--- src/rtl/audio_pkg.sv ---
// audio_pkg: shared audio sample types and defaults for the streamer and the DAC side.
package audio_pkg;
    localparam int AUDIO_WIDTH       = 4;
    localparam int AUDIO_SAMPLE_TIME = 656;
    localparam int AUDIO_DEPTH       = 8;
    typedef struct packed {
        logic [AUDIO_WIDTH-1:0] left;
        logic [AUDIO_WIDTH-1:0] right;
    } stereo_sample_t;
endpackage

--- src/rtl/audio_sample_streamer_if.sv ---
// audio_sample_streamer_if: upstream pair handshake plus the DAC-facing sample outputs.
interface audio_sample_streamer_if #(
    parameter int WIDTH = audio_pkg::AUDIO_WIDTH,
    parameter int DEPTH = audio_pkg::AUDIO_DEPTH
);
    logic                   in_valid;
    logic                   in_ready;
    logic [WIDTH-1:0]       in_left;
    logic [WIDTH-1:0]       in_right;
    logic [WIDTH-1:0]       left_out;
    logic [WIDTH-1:0]       right_out;
    logic                   sample_strobe;
    logic                   underrun;
    logic [$clog2(DEPTH):0] level;
    modport master (
        output in_valid, in_left, in_right,
        input  in_ready, left_out, right_out, sample_strobe, underrun, level
    );
    modport slave (
        input  in_valid, in_left, in_right,
        output in_ready, left_out, right_out, sample_strobe, underrun, level
    );
endinterface

--- src/rtl/sample_fifo.sv ---
// sample_fifo: DEPTH x W FIFO with combinational head and an occupancy counter.
module sample_fifo #(
    parameter int W     = 8,
    parameter int DEPTH = 8
) (
    input  logic                   clk,
    input  logic                   rst_n,
    input  logic                   push,
    input  logic                   pop,
    input  logic [W-1:0]           din,
    output logic [W-1:0]           head,
    output logic [$clog2(DEPTH):0] level
);
    localparam int PW = $clog2(DEPTH);
    localparam int LW = PW + 1;
    logic [W-1:0]  mem [DEPTH];
    logic [PW-1:0] wp, rp;
    assign head = mem[rp];
    always_ff @(posedge clk)
        if (push) mem[wp] <= din;
    always_ff @(posedge clk or negedge rst_n)
        if (!rst_n) begin
            wp    <= '0;
            rp    <= '0;
            level <= '0;
        end else begin
            if (push) wp <= wp + PW'(1);
            if (pop) rp <= rp + PW'(1);
            level <= (push && !pop) ? level + LW'(1) : (!push && pop) ? level - LW'(1) : level;
        end
endmodule

--- src/rtl/audio_sample_streamer.sv ---
// audio_sample_streamer: buffers stereo pairs and emits one every SAMPLE_TIME clocks; AUDIO_STREAMER_HOLD_ON_UNDERRUN_EN holds outputs on underrun.
module audio_sample_streamer
    import audio_pkg::*;
#(
    parameter int WIDTH       = AUDIO_WIDTH,
    parameter int SAMPLE_TIME = AUDIO_SAMPLE_TIME,
    parameter int DEPTH       = AUDIO_DEPTH
) (
    input  logic                   clk,
    input  logic                   rst_n,
    audio_sample_streamer_if.slave s
);
    localparam int CW = $clog2(SAMPLE_TIME);
    localparam int LW = $clog2(DEPTH) + 1;
    logic [CW-1:0]      tick;
    logic [2*WIDTH-1:0] head;
    logic               pop_evt, empty, push;
    assign empty      = s.level == '0;
    assign s.in_ready = rst_n && s.level != LW'(DEPTH);
    assign push       = s.in_valid && s.in_ready;
    assign pop_evt    = tick == CW'(SAMPLE_TIME - 1);
    sample_fifo #(.W(2 * WIDTH), .DEPTH(DEPTH)) u_fifo (
        .clk   (clk),
        .rst_n (rst_n),
        .push  (push),
        .pop   (pop_evt && !empty),
        .din   ({s.in_left, s.in_right}),
        .head  (head),
        .level (s.level)
    );
    // An empty FIFO at a pop event never exposes the stale head; a pair pushed that cycle waits for the next strobe.
    always_ff @(posedge clk or negedge rst_n)
        if (!rst_n) begin
            tick            <= '0;
            s.left_out      <= '0;
            s.right_out     <= '0;
            s.sample_strobe <= 1'b0;
            s.underrun      <= 1'b0;
        end else begin
            tick            <= pop_evt ? '0 : tick + CW'(1);
            s.sample_strobe <= pop_evt;
            s.underrun      <= pop_evt && empty;
            if (pop_evt && !empty) {s.left_out, s.right_out} <= head;
`ifndef AUDIO_STREAMER_HOLD_ON_UNDERRUN_EN
            else if (pop_evt) {s.left_out, s.right_out} <= '0;
`endif
        end
endmodule
--- src/flat_wrapper.sv ---
// flat-port wrapper written by rule: the top's interface ports become plain ports
module audio_sample_streamer_flat import audio_pkg::*;
#(
    parameter int WIDTH       = AUDIO_WIDTH,
    parameter int SAMPLE_TIME = AUDIO_SAMPLE_TIME,
    parameter int DEPTH       = AUDIO_DEPTH
)
  (clk, rst_n, s_in_valid, s_in_left, s_in_right, s_in_ready, s_left_out, s_right_out, s_sample_strobe, s_underrun, s_level);
  audio_sample_streamer_if #(.WIDTH(WIDTH), .DEPTH(DEPTH)) s_i ();
  input  logic clk;
  input  logic rst_n;
  input wire logic [$bits(s_i.in_valid)-1:0] s_in_valid;
  input wire logic [$bits(s_i.in_left)-1:0] s_in_left;
  input wire logic [$bits(s_i.in_right)-1:0] s_in_right;
  output wire logic [$bits(s_i.in_ready)-1:0] s_in_ready;
  output wire logic [$bits(s_i.left_out)-1:0] s_left_out;
  output wire logic [$bits(s_i.right_out)-1:0] s_right_out;
  output wire logic [$bits(s_i.sample_strobe)-1:0] s_sample_strobe;
  output wire logic [$bits(s_i.underrun)-1:0] s_underrun;
  output wire logic [$bits(s_i.level)-1:0] s_level;
  assign s_i.in_valid = s_in_valid;
  assign s_i.in_left = s_in_left;
  assign s_i.in_right = s_in_right;
  assign s_in_ready = s_i.in_ready;
  assign s_left_out = s_i.left_out;
  assign s_right_out = s_i.right_out;
  assign s_sample_strobe = s_i.sample_strobe;
  assign s_underrun = s_i.underrun;
  assign s_level = s_i.level;
  audio_sample_streamer #(.WIDTH(WIDTH), .SAMPLE_TIME(SAMPLE_TIME), .DEPTH(DEPTH)) u_core (.clk(clk), .rst_n(rst_n), .s(s_i));
endmodule
--- config.mk ---
export PLATFORM = sky130hd
export DESIGN_NAME = audio_sample_streamer_flat
export DESIGN_NICKNAME = d
export VERILOG_FILES = /design/src/rtl/audio_pkg.sv /design/src/rtl/audio_sample_streamer_if.sv /design/src/rtl/sample_fifo.sv /design/src/rtl/audio_sample_streamer.sv /design/src/flat_wrapper.sv
export SDC_FILE = /design/constraint.sdc
export NUM_CORES = 1
export LEC_CHECK = 0
export CAP_MARGIN = 20
export CORE_MARGIN = 2
export CORE_UTILIZATION = 30
export CTS_CLUSTER_DIAMETER = 30
export CTS_CLUSTER_SIZE = 24
export DETAILED_ROUTE_END_ITERATION = 10
export GPL_TIMING_DRIVEN = 0
export HOLD_SLACK_MARGIN = 0.15
export PLACE_DENSITY_LB_ADDON = 0.15
export SLEW_MARGIN = 20
export SYNTH_ARGS = -nofsm -noshare
export SYNTH_HDL_FRONTEND = slang
export SYNTH_HIERARCHICAL = 1
export SYNTH_SLANG_ARGS = --single-unit
--- constraint.sdc ---
create_clock -name clk -period 7.5 [get_ports clk]
set_input_delay 1.5 -clock clk [delete_from_list [all_inputs] [get_ports clk]]
set_output_delay 1.5 -clock clk [all_outputs]
set_load 0.05 [all_outputs]
==> flow_metrics.tcl <==
set metrics [dict create \
    status "completed" \
    final_antenna_net_count 0 \
    die_y_um 119.1 \
    critPathLaunch "rst_n" \
    avgSynthCellArea_um2 16.90 \
    hold_path_class "register to register" \
    leakage_nw 1.711 \
    grt_pass1_vias 2082 \
    hpwlAfterDp_um 4898 \
    synth_area_leaders "edfxtp_1 (48%), dfrtp_1 (19%), mux4_1 (11%)" \
    synth_warnings 6 \
    tritoncts "done" \
    clkPwrFrac_pct 33.0 \
    cellInternalPower_mw 0.9344 \
    postCtsHoldBufs 0 \
    path_buf_inv 3 \
    slew_headroom_pct 31.13 \
    async_reset_ff_share_pct 31.91 \
    row_count 42 \
    htreeDepth 3 \
    fp.coreArea_um2 13090 \
    first_pass_iters 4 \
    holdWs_ns 0.4923 \
    clk_latency_ns 0.33 \
    drc 0 \
    wire_per_inst_um 16.45 \
    path_max_fanout 27 \
    yosys-top-cells-count "edfxtp_1 (64), dfrtp_1 (30), nand2_1 (17), mux4_1 (16), inv_1 (12)" \
    tns_ns 0 \
    finalSetupViolations 0 \
    cts_buffers 9 \
    comb_power_share_pct 16.4 \
    seqCellArea_um2 2673 \
    synth.most_common_cell "edfxtp_1" \
    synth-main-ff-cell "edfxtp_1" \
    drv_cap 0 \
    syn_inst 235 \
    timing.final.crit_share_pct 60.40 \
    final_layout_size_suffix_gt1_share_pct 13.62 \
    postCtsSetupBuffers 0 \
    overflow 0 \
    holdCritStartpoint "u_core/tick[0]" \
    cpLargestDelayFamily "buffers and inverters" \
    grtUsageTotal_pct 11.62 \
    ys_ff_latch 94 \
    yosysUniqueCellTypes 36 \
    synth_nets 253 \
    ff2ff_setup_slack_ns 4.12 \
    fin_cells 455 \
    netlist.area_leader.share_pct 48.39 \
    yosysSeqAreaShare_pct 67.30 \
    worst_pin_slew_ns 1.029 \
    antenna_found_initial 0 \
    netlist_area_um2 3971 \
    clk_path_buf_depth 2 \
    crit_chain "buf_2, buf_12, a21boi_0, clkdlybuf4s50_1" \
    vias 2029 \
    drt-initial-drc-count 89 \
    end_kind "primary output" \
    n_antenna_cell 0 \
    path_class "input pin to primary output" \
    final_nets 292 \
    p_seq_share_pct 50.6 \
    io_buffers 25 \
    multi_input_area_um2 1197 \
    synth_largest_area_cell "edfxtp_1" \
    routed_wirelength_um 7486 \
    dp.cells 439 \
    met3_usage_pct 3.305 \
    cts_resized 0 \
    slew_violations 0 \
    place_ws_ns 2.932 \
    worst_slack_ns 2.970 \
    reg2regPathDepth 11 \
    viasPerCell 4.459 \
    clock_sinks 94 \
    critPathLaunchType "input pin" \
    synth_edf_count 64 \
    top_usage_layer "met2" \
    die-area_um2 14170 \
    met1_usage_pct 15.29 \
    reg2reg_to "u_core/u_fifo/level[3]" \
    rsz0062_at_grt "no" \
    worstHoldEndpoint "u_core/tick[0]" \
    totalPowerFinal_mw 1.269 \
    final_util_pct 36.37 \
    fill_cells 1237 \
    slowest_delay_ns 0.86 \
    max_freq_mhz 220.8 \
    area_delta_synth_final_pct 19.85 \
    path_clk_slew_ns 0.06 \
    fp.dieW_um 119.1 \
    gp_congestion 0.7213 \
    start_util_pct 30.35 \
    grt_pass1_wl_um 12000 \
    ir_drop_mv 0.1095 \
    cp.arrival_ns 3.03 \
    p_per_area_nw_per_um2 266.6 \
    grt_max_degree 28 \
    io_pins 26 \
    r2r_start "u_core/tick[4]" \
    slowest_stage "clkdlybuf4s50_1" \
    place_area_um2 4482 \
    skew_ns 0.003932 \
    worstPathRequired_ns 6.00 \
    root_buffer "clkbuf_16" \
    switchingPower_mw 0.3347 \
    power.share.switching_pct 26.37 \
    hold_viol 0 \
    holdPathStages 1 \
    gr-usage-met2_pct 18.53 \
    period_needed_ns 4.530 \
    stdcell_area_um2 4760 \
]
==> cells in the final DEF (no fill, tap or decap), types with 2 or more instances in the layout <==
cell	instances
edfxtp_1	64
dfrtp_1	30
clkdlybuf4s50_1	24
nand2_1	17
mux4_1	16
inv_1	12
nor2_1	11
mux2_2	11
clkbuf_16	9
mux2i_1	9
xor2_1	6
ha_1	6
clkbuf_1	5
nand3_1	5
xnor2_1	5
clkbuf_4	4
a21oi_1	4
o21ai_0	3
or4_1	3
nand2b_1	3
buf_2	2
nand4_1	2
or3_1	2
and2_1	2
nor3_1	2
buf_12	2
nor3_2	2
o211ai_1	2
buf_4	2
==> worst reg2reg max path, cell delays in order (launching register included) <==
cell	delay (ns)
dfrtp_1	0.44
or4_4	0.57
nor3_4	0.35
buf_8	0.20
and2_1	0.22
inv_1	0.06
ha_1	0.23
inv_1	0.16
ha_1	0.31
or4_1	0.49
o211ai_1	0.10
o211ai_1	0.11
==> cell families after synthesis <==
family	Yosys count	synth area share, %
xor gates and xnor gates	11	2.426
and+or+nand+nor	54	6.994
AOI/OAI and AO/OA	13	2.111
adders and majority gates	7	2.394
DFF	94	67.30
muxes	36	15.97
buffers and inverters	20	2.804
==> sequential cells by signal, summed over array words and instances (netlist names) <==
| register | flops |
|---|---|
| u_core/s.sample_strobe | 1 |
| u_core/u_fifo/rp | 3 |
| u_core/tick | 10 |
| u_core/u_fifo/level | 4 |
| u_core/s.right_out | 4 |
| u_core/s.left_out | 4 |
| u_core/u_fifo/mem | 64 |
| u_core/s.underrun | 1 |
| u_core/u_fifo/wp | 3 |
==> cell type report <==
class / count / share of cell area [%]
Buffer: 8 / 1.393
Clock buffer: 15 / 5.731
Clock inverter: 1 / 0.1052
Inverter: 12 / 0.9464
Multi-Input combinational cell: 121 / 25.16
Sequential cell: 94 / 56.15
Tap cell: 176 / 4.627
Timing Repair Buffer: 28 / 5.889
==> power groups by stage <==
stage | clock, mW | combinational, mW | sequential [mW]
3_5_place_dp | 0 | 0.211 | 0.654
2_1_floorplan | 0 | 0.103 | 0.680
6_report | 0.418 | 0.208 | 0.642
3_3_place_gp | 0 | 0.204 | 0.651
5_1_grt | 0.457 | 0.228 | 0.650
4_1_cts | 0.434 | 0.211 | 0.644
==> worst max path at each step <==
stage                             end  slack (ns)  cells past startpoint
6_report                   s_in_ready        2.97                      4
5_1_grt                    s_in_ready        2.85                      4
4_1_cts                    s_in_ready        2.93                      4
3_5_place_dp               s_in_ready        2.93                      4
3_3_place_gp               s_in_ready        1.73                      3
2_1_floorplan  u_core/u_fifo/level[3]        2.99                      8
==> per-layer routing <==
layer	part of all wire [%]	wire [um]	vias up
met2	47	3522	29
li1	-	-	975
met3	3.1	229	7
met5	0	0	-
met1	49	3666	1018
met4	0.91	68	0
(Power assumes the default switching activity.)
